$ cat src/rtl/spi_byte_tx_if.sv
// Byte request/response handshake plus panel pins for spi_byte_tx.
// master = command sequencer side, slave = the transmit stage.
interface spi_byte_tx_if #(
   parameter int DW = 8
);
   logic          i_send;
   logic [DW-1:0] i_data;
   logic          i_dc;
   logic          i_cs;
   logic          o_sent;
   logic          o_busy;
   logic          o_sclk;
   logic          o_mosi;
   logic          o_dc;
   logic          o_cs;

   modport master (
      output i_send, i_data, i_dc, i_cs,
      input  o_sent, o_busy, o_sclk, o_mosi, o_dc, o_cs
   );

   modport slave (
      input  i_send, i_data, i_dc, i_cs,
      output o_sent, o_busy, o_sclk, o_mosi, o_dc, o_cs
   );
endinterface

$ cat src/rtl/spi_byte_tx.sv
// Mode-0 SPI byte serializer for the ILI9341 path: shifts one latched byte
// MSB-first at a programmable SCLK rate and pulses o_sent when finished.
module spi_byte_tx #(
   parameter int DW      = 8,
   parameter int CLK_DIV = 2
) (
   input logic          clk,
   input logic          rst,
   spi_byte_tx_if.slave bus
);
   localparam int DIV_W = $clog2(CLK_DIV + 1);
   localparam int BIT_W = $clog2(DW + 1);
   localparam logic [DIV_W-1:0] DIV_LAST = DIV_W'(CLK_DIV - 1);
   localparam logic [BIT_W-1:0] BIT_LOAD = BIT_W'(DW);

   typedef enum logic [2:0] {IDLE, SHIFT_L, SHIFT_H, HOLD, DONE} state_e;

   state_e           state_q, state_d;
   logic [DIV_W-1:0] div_q,   div_d;
   logic [BIT_W-1:0] bit_q,   bit_d;
   logic [DW-1:0]    shreg_q, shreg_d;
   logic             dc_q,    dc_d;
   logic             cs_q,    cs_d;
   logic             sclk_q,  sclk_d;
   logic             mosi_q,  mosi_d;
   logic             sent_q,  sent_d;
   logic             busy_q,  busy_d;
   logic             phase_end;

   assign phase_end = (div_q == DIV_LAST);

   always_comb begin
      // NOTE: every target gets a default first, so no path can infer a latch.
      state_d = state_q;
      div_d   = div_q;
      bit_d   = bit_q;
      shreg_d = shreg_q;
      dc_d    = dc_q;
      cs_d    = cs_q;

      case (state_q)
         IDLE: begin
            if (bus.i_send) begin
               shreg_d = bus.i_data;
               dc_d    = bus.i_dc;
               cs_d    = bus.i_cs;
               bit_d   = BIT_LOAD;
               div_d   = '0;
               state_d = SHIFT_L;
            end
         end
         SHIFT_L: begin
            div_d = phase_end ? '0 : div_q + DIV_W'(1);
            if (phase_end) state_d = SHIFT_H;
         end
         SHIFT_H: begin
            div_d = phase_end ? '0 : div_q + DIV_W'(1);
            if (phase_end) begin
               bit_d = bit_q - BIT_W'(1);
               if (bit_q == BIT_W'(1)) begin
                  state_d = HOLD;
               end else begin
                  shreg_d = {shreg_q[DW-2:0], 1'b0};
                  state_d = SHIFT_L;
               end
            end
         end
         HOLD: begin
            div_d = phase_end ? '0 : div_q + DIV_W'(1);
            if (phase_end) state_d = DONE;
         end
         DONE: begin
            cs_d    = 1'b1;
            state_d = IDLE;
         end
         default: state_d = IDLE;
      endcase

      // Pin values are decoded from the next state so every output is a flop.
      sclk_d = (state_d == SHIFT_H);
      mosi_d = (state_d inside {SHIFT_L, SHIFT_H, HOLD}) ? shreg_d[DW-1] : 1'b0;
      sent_d = (state_d == DONE);
      busy_d = (state_d != IDLE);
   end

   // NOTE: non-blocking assignments so every flop samples pre-edge values.
   always_ff @(posedge clk or negedge rst) begin
      if (!rst) begin
         state_q <= IDLE;
         div_q   <= '0;
         bit_q   <= '0;
         shreg_q <= '0;
         dc_q    <= 1'b1;
         cs_q    <= 1'b1;
         sclk_q  <= 1'b0;
         mosi_q  <= 1'b0;
         sent_q  <= 1'b0;
         busy_q  <= 1'b0;
      end else begin
         state_q <= state_d;
         div_q   <= div_d;
         bit_q   <= bit_d;
         shreg_q <= shreg_d;
         dc_q    <= dc_d;
         cs_q    <= cs_d;
         sclk_q  <= sclk_d;
         mosi_q  <= mosi_d;
         sent_q  <= sent_d;
         busy_q  <= busy_d;
      end
   end

   assign bus.o_sclk = sclk_q;
   assign bus.o_mosi = mosi_q;
   assign bus.o_dc   = dc_q;
   assign bus.o_cs   = cs_q;
   assign bus.o_sent = sent_q;
   assign bus.o_busy = busy_q;
endmodule
$ cat src/flat_wrapper.sv
// flat-port wrapper written by rule: the top's interface ports become plain ports
module spi_byte_tx_flat 
#(
   parameter int DW      = 8,
   parameter int CLK_DIV = 2
)
  (clk, rst, bus_i_send, bus_i_data, bus_i_dc, bus_i_cs, bus_o_sent, bus_o_busy, bus_o_sclk, bus_o_mosi, bus_o_dc, bus_o_cs);
  spi_byte_tx_if #(.DW(DW)) bus_i ();
  input logic clk;
  input logic rst;
  input wire logic [$bits(bus_i.i_send)-1:0] bus_i_send;
  input wire logic [$bits(bus_i.i_data)-1:0] bus_i_data;
  input wire logic [$bits(bus_i.i_dc)-1:0] bus_i_dc;
  input wire logic [$bits(bus_i.i_cs)-1:0] bus_i_cs;
  output wire logic [$bits(bus_i.o_sent)-1:0] bus_o_sent;
  output wire logic [$bits(bus_i.o_busy)-1:0] bus_o_busy;
  output wire logic [$bits(bus_i.o_sclk)-1:0] bus_o_sclk;
  output wire logic [$bits(bus_i.o_mosi)-1:0] bus_o_mosi;
  output wire logic [$bits(bus_i.o_dc)-1:0] bus_o_dc;
  output wire logic [$bits(bus_i.o_cs)-1:0] bus_o_cs;
  assign bus_i.i_send = bus_i_send;
  assign bus_i.i_data = bus_i_data;
  assign bus_i.i_dc = bus_i_dc;
  assign bus_i.i_cs = bus_i_cs;
  assign bus_o_sent = bus_i.o_sent;
  assign bus_o_busy = bus_i.o_busy;
  assign bus_o_sclk = bus_i.o_sclk;
  assign bus_o_mosi = bus_i.o_mosi;
  assign bus_o_dc = bus_i.o_dc;
  assign bus_o_cs = bus_i.o_cs;
  spi_byte_tx #(.DW(DW), .CLK_DIV(CLK_DIV)) u_core (.clk(clk), .rst(rst), .bus(bus_i));
endmodule
$ cat config.mk
export PLATFORM = sky130hd
export DESIGN_NAME = spi_byte_tx_flat
export DESIGN_NICKNAME = d
export VERILOG_FILES = /design/src/rtl/spi_byte_tx_if.sv /design/src/rtl/spi_byte_tx.sv /design/src/flat_wrapper.sv
export SDC_FILE = /design/constraint.sdc
export NUM_CORES = 1
export LEC_CHECK = 0
export BUFFER_PORTS_ARGS = -buffer_cell sky130_fd_sc_hd__buf_2
export CAP_MARGIN = 30
export CORE_MARGIN = 1.5
export CORE_UTILIZATION = 45
export DETAILED_ROUTE_END_ITERATION = 12
export GPL_TIMING_DRIVEN = 1
export HOLD_SLACK_MARGIN = 0.02
export PLACE_DENSITY_LB_ADDON = 0.05
export SLEW_MARGIN = 20
export SYNTH_ARGS = -nofsm -noshare
export SYNTH_HDL_FRONTEND = slang
export SYNTH_SLANG_ARGS = --single-unit
$ cat constraint.sdc
create_clock -name clk -period 3.3 [get_ports clk]
set_clock_uncertainty 0.15 [all_clocks]
set_input_delay 0.33 -clock clk [delete_from_list [all_inputs] [get_ports clk]]
set_output_delay 0.33 -clock clk [all_outputs]
set_load 0.02 [all_outputs]
Word-level counts from Yosys, hierarchy flattened. Cells that the tools add are included.

Output and inout port bits: 6. Register bits after elaboration: 23.

Add/subtract/negate cells: 2. Eq/ne operators: 13. Reduce and logical (&&, ||, !) cells: 12. Mux-type cells: 19.

Operator list (count): 8-bit two-way mux (3); 8-bit case mux with 2 select lines (1); 3-bit by 2-bit == test with 1-bit output (second input constant) (4); 3-bit two-way mux (4); 3-bit case mux with 4 select lines (1); 4-bit two-way mux (2); 4-bit case mux with 2 select lines (1); 3-bit by 1-bit == test with 1-bit output (second input constant) (2); 3-bit == test (second input constant) (2); 2-bit two-way mux (3); 2-bit AND reduction (3); 2-bit nonzero test (3); 3-bit nonzero test (2); 4-bit by 1-bit == test with 1-bit output (second input constant) (1); 2-bit != test (second input constant) (2); 2-bit case mux with 2 select lines (1); 4-bit AND reduction (1); 4-bit by 1-bit subtractor with 4-bit output (second input constant) (1); 3-bit zero test (1); 3-bit AND reduction (1); 3-bit OR reduction (1); 2-bit by 1-bit adder with 2-bit output (second input constant) (1); 2-bit by 1-bit == test with 1-bit output (second input constant) (1); 1-bit two-way mux (2); 2 further kinds (2).

Depth between registers and ports, before layout.
Depth in word-level cells: 7. Gate-level depth with buffers: 5. Mapped depth without buffers: 5.

Worst setup path before layout. No wires, ideal clock.

Path kind: register to register. Start: reg u_core.state_q[0]. End: reg u_core.shreg_q[7]. Library setup time: 131 ps. Data arrival time: 1553 ps. Period minus slack after synthesis: 1834 ps. Buffers on the path: 2. Cell stages (with the launch flop): 6. Slack: 1466 ps. Required time: 3019 ps. Cell sequence: dfrtp_1 buf_6 or4b_4 buf_6 o311a_1 or3_1.

Cells in the longest elaborated chain, start to end: 2.

Ends and longest elaborated chain: start, declared (RTL line spi_byte_tx.sv:18) `state_e state_q, state_d;`; start signal, assigned (RTL line spi_byte_tx.sv:100) `state_q <= state_d;`; 3-bit by 2-bit == test with 1-bit output / 3-bit zero test (equally long branches) (RTL line spi_byte_tx.sv:41) `case (state_q)`; 8-bit case mux with 2 select lines * (RTL line spi_byte_tx.sv:41); net u_core.shreg_d[7] (RTL line spi_byte_tx.sv:21) `logic [DW-1:0] shreg_q, shreg_d;`; end signal, assigned (RTL line spi_byte_tx.sv:103) `shreg_q <= shreg_d;`; end, declared (RTL line spi_byte_tx.sv:21).

Mark *: on every way through the listed nets, which the timed path passes. The rest lies on a longest branch. A chain may end at the register's enable or synchronous reset.

Worst setup path after layout.
Start: reg u_core.bit_q[1]. End: reg u_core.shreg_q[1].

Cells in the longest elaborated chain, start to end: 3.

Ends and longest elaborated chain: start, declared (RTL line spi_byte_tx.sv:20) `logic [BIT_W-1:0] bit_q, bit_d;`; start signal, assigned (RTL line spi_byte_tx.sv:102) `bit_q <= bit_d;`; 4-bit by 1-bit == test with 1-bit output (RTL line spi_byte_tx.sv:60) `if (bit_q == BIT_W'(1)) begin`; 2-bit != test (no source line); 4-bit AND reduction (no source line).

Every way passes these cells.

==> run metrics <==
status complete, no violations; CP Cell Sequence inv_1 > ha_1 > nor3b_1 > nor3_2 > a221o_1; Max stage delay cell, worst path nor3b_1; cell area after layout 1240 um^2; Area Growth Syn to Fin 12.1%; clock sink count 23; Routability Congestion 0.764; register area share after synthesis 0.524; Longest Clk Path Bufs 2; Area contributors post-synth dfrtp_1, a221o_1, dfstp_2; fraction of layout cells with a size suffix above 1 0.243; largest family of logic cells by synthesized area simple AND/OR/NAND/NOR gates; post-CTS sizing 0; Slew @ Worst Pin 692 ps; number of max-cap violations 0; number of remaining DRC errors 0; Worst setup SP type register; Post-synth EDFFs 0; post-route setup TNS 0 ps; TritonCTS clock tree done; Placed Cells 137; Mapped Nets 112; Post-Syn Area per Cell 11.4 um^2; flops & latches, synth 23; most frequent cell after synthesis dfrtp_1; fin crit share 0.629; reg2reg setup slack 1230 ps; Crit Reg-Reg Startpoint u_core.bit_q[1]$_DFFE_PN0P_; largest area contributor in the netlist dfrtp_1; min-delay src bus_i_data[0]; fin crit period 2070 ps; total track usage 0.166; area of the mapped netlist 1100 um^2; die width 52.5 um; Top FF cell, synth dfrtp_1; number of global-route vias before repair 745; layout net count 131; final setup fails 0; post-synth cell types 35; Slew Limit Fails 0; Power Density 838 nW/um^2; Placed Instance Area 1190 um^2; mux cell area share after synthesis 0.0272; n_diodes 0; CP Capture Type register; xor/xnor share of the synthesized area 0; first-pass GRT wire length 3.37 mm; critical path startpoint u_core.bit_q[1]$_DFFE_PN0P_; Post CTS Setup Buffer Count 0; pre-CTS worst setup slack 1250 ps; drt first pass iters 4; Reg clk slew, reported paths 130 ps; # H-tree levels 1; crit-path max cell delay 560 ps; Ys Warns 0; synthesized instance count 97; IO Port Bufs 18; post-synthesis compound-gate area fraction 0.163; DR vias/cell 5.53; Leak 0.567 nW; overall routed net length 1.99 mm; initial antenna violation count 0; 1st-iter DRT viols 18; die height 52.5 um; TritonCTS Buffers 3; core region area 2250 um^2; Synth Area in Simple Gates 0.218; filler instances 210; Async SR Flop Fraction 1.00; Synth Area in Adders 0.0227; CP max FO 7; Max VDD drop 0.458 mV; final worst setup slack 1230 ps; max_slew headroom 0.538; Fmax 482 MHz; via count 791; final hold violation count 0; gr ovfl total 0; num rows 17; Avg WL per Cell 13.9 um; CP Class reg2reg; most frequent cells after synthesis dfrtp_1, nand2_1, and2_1; RSZ-0062 raised after global routing no; top cell type's share of synthesized area 0.476; pin count of the biggest net entering global routing 24; Req. time, crit path 3360 ps; io pins 19; crit path DAT 2130 ps; Non-Filler Instances 143; Skew-Pair Late Insertion Delay 310 ps; Hold Crit Class in2reg; root buf cell clkbuf_4; dpl hpwl 1.39 mm; starting density of the core 0.489; DRT antenna net count 0; die area 2760 um^2
-- power by group --
part           total (W)  leakage [nW]  internal (W)  switching, W
clock           0.000132        0.0177     0.0000452     0.0000867
sequential      0.000502         0.285      0.000403     0.0000997
combinational   0.000403         0.264      0.000194      0.000209
total            0.00104         0.567      0.000642      0.000396
-- metrics by stage --
stage / util / hold slack (ps) / power [W]
6_report: 0.549 / 69.9 / 0.00104
5_1_grt: 0.549 / 66.6 / 0.00112
4_1_cts: 0.544 / 23.7 / 0.00105
3_5_place_dp: 0.528 / 179 / 0.000915
3_3_place_gp: 0.528 / 172 / 0.000899
2_1_floorplan: - / -116 / 0.000825
-- area by class of cell --
cell class	count	area, um^2	area share
clock inverter	1	5.00	0.00404
sequential	23	578	0.467
tap	28	35.0	0.0283
multi-input combinational	65	475	0.384
clock buffer	3	22.5	0.0182
inverter	3	11.3	0.00910
timing repair buffer	20	110	0.0890
-- path summary, 6_finish.rpt --
kind                                                  to  cells past startpoint
min                        u_core.shreg_q[0]$_DFFE_PN0P_                      3
min reg2reg                  u_core.bus.o_dc$_DFFE_PN1P_                      2
min in group asynchronous    u_core.bit_q[2]$_DFFE_PN0P_                      2
max                        u_core.shreg_q[1]$_DFFE_PN0P_                      5
max in group asynchronous    u_core.bus.o_cs$_DFFE_PN1P_                      2
max reg2reg                u_core.shreg_q[1]$_DFFE_PN0P_                      5
-- logic make-up after synthesis --
group                    after synthesis
adder cells (fa/ha/maj)                2
AND/OR/NAND/NOR                       38
AO/OA/AOI/OAI                         22
buffers and inverters                  9
flip-flops                            23
multiplexers                           3
-- state kept, by name (all words and copies together) (netlist names) --
name	count
u_core.bit_q	4
u_core.bus.o_busy	1
u_core.bus.o_cs	1
u_core.bus.o_dc	1
u_core.bus.o_mosi	1
u_core.bus.o_sclk	1
u_core.bus.o_sent	1
u_core.div_q	2
u_core.shreg_q	8
u_core.state_q	3
-- repair_timing --
item	4_1_cts	5_1_grt
hold endpoints to repair	21	1
endpoints found under the setup margin	0	0
hold buffers	1	1
-- worst max-delay path, delay by kind of cell, from the launching register on --
kind	cells	cell delay (ps)
and+or+nand+nor	2	750
DFF	1	420
AOI/OAI and AO/OA	1	390
adders and majority gates	1	180
buffers and inverters	1	90
-- per-layer routing --
layer	track usage	vias up	routed length, um	part of all wire
li1	-	394	-	-
met1	0.225	382	973	0.49
met5	0	-	0	0
met2	0.265	13	950	0.48
met4	0.0513	0	15	0.0075
met3	0.0343	2	54	0.027
-- cells in the final DEF, fill, tap and decap left out, types with 2 or more instances in the layout --
cell,n
o311a_1,2
clkbuf_4,3
and2_1,7
a221o_1,6
nor4b_1,2
nor2_1,5
o21a_1,2
inv_1,3
a21oi_1,3
ha_1,2
nand2_1,9
dfstp_2,2
buf_2,18
o21ai_0,3
dfrtp_1,21
or3_1,2
or4_1,2
dlygate4sd3_1,2
o31ai_1,3
mux2i_1,3
Power figures use the tool's default switching activity.
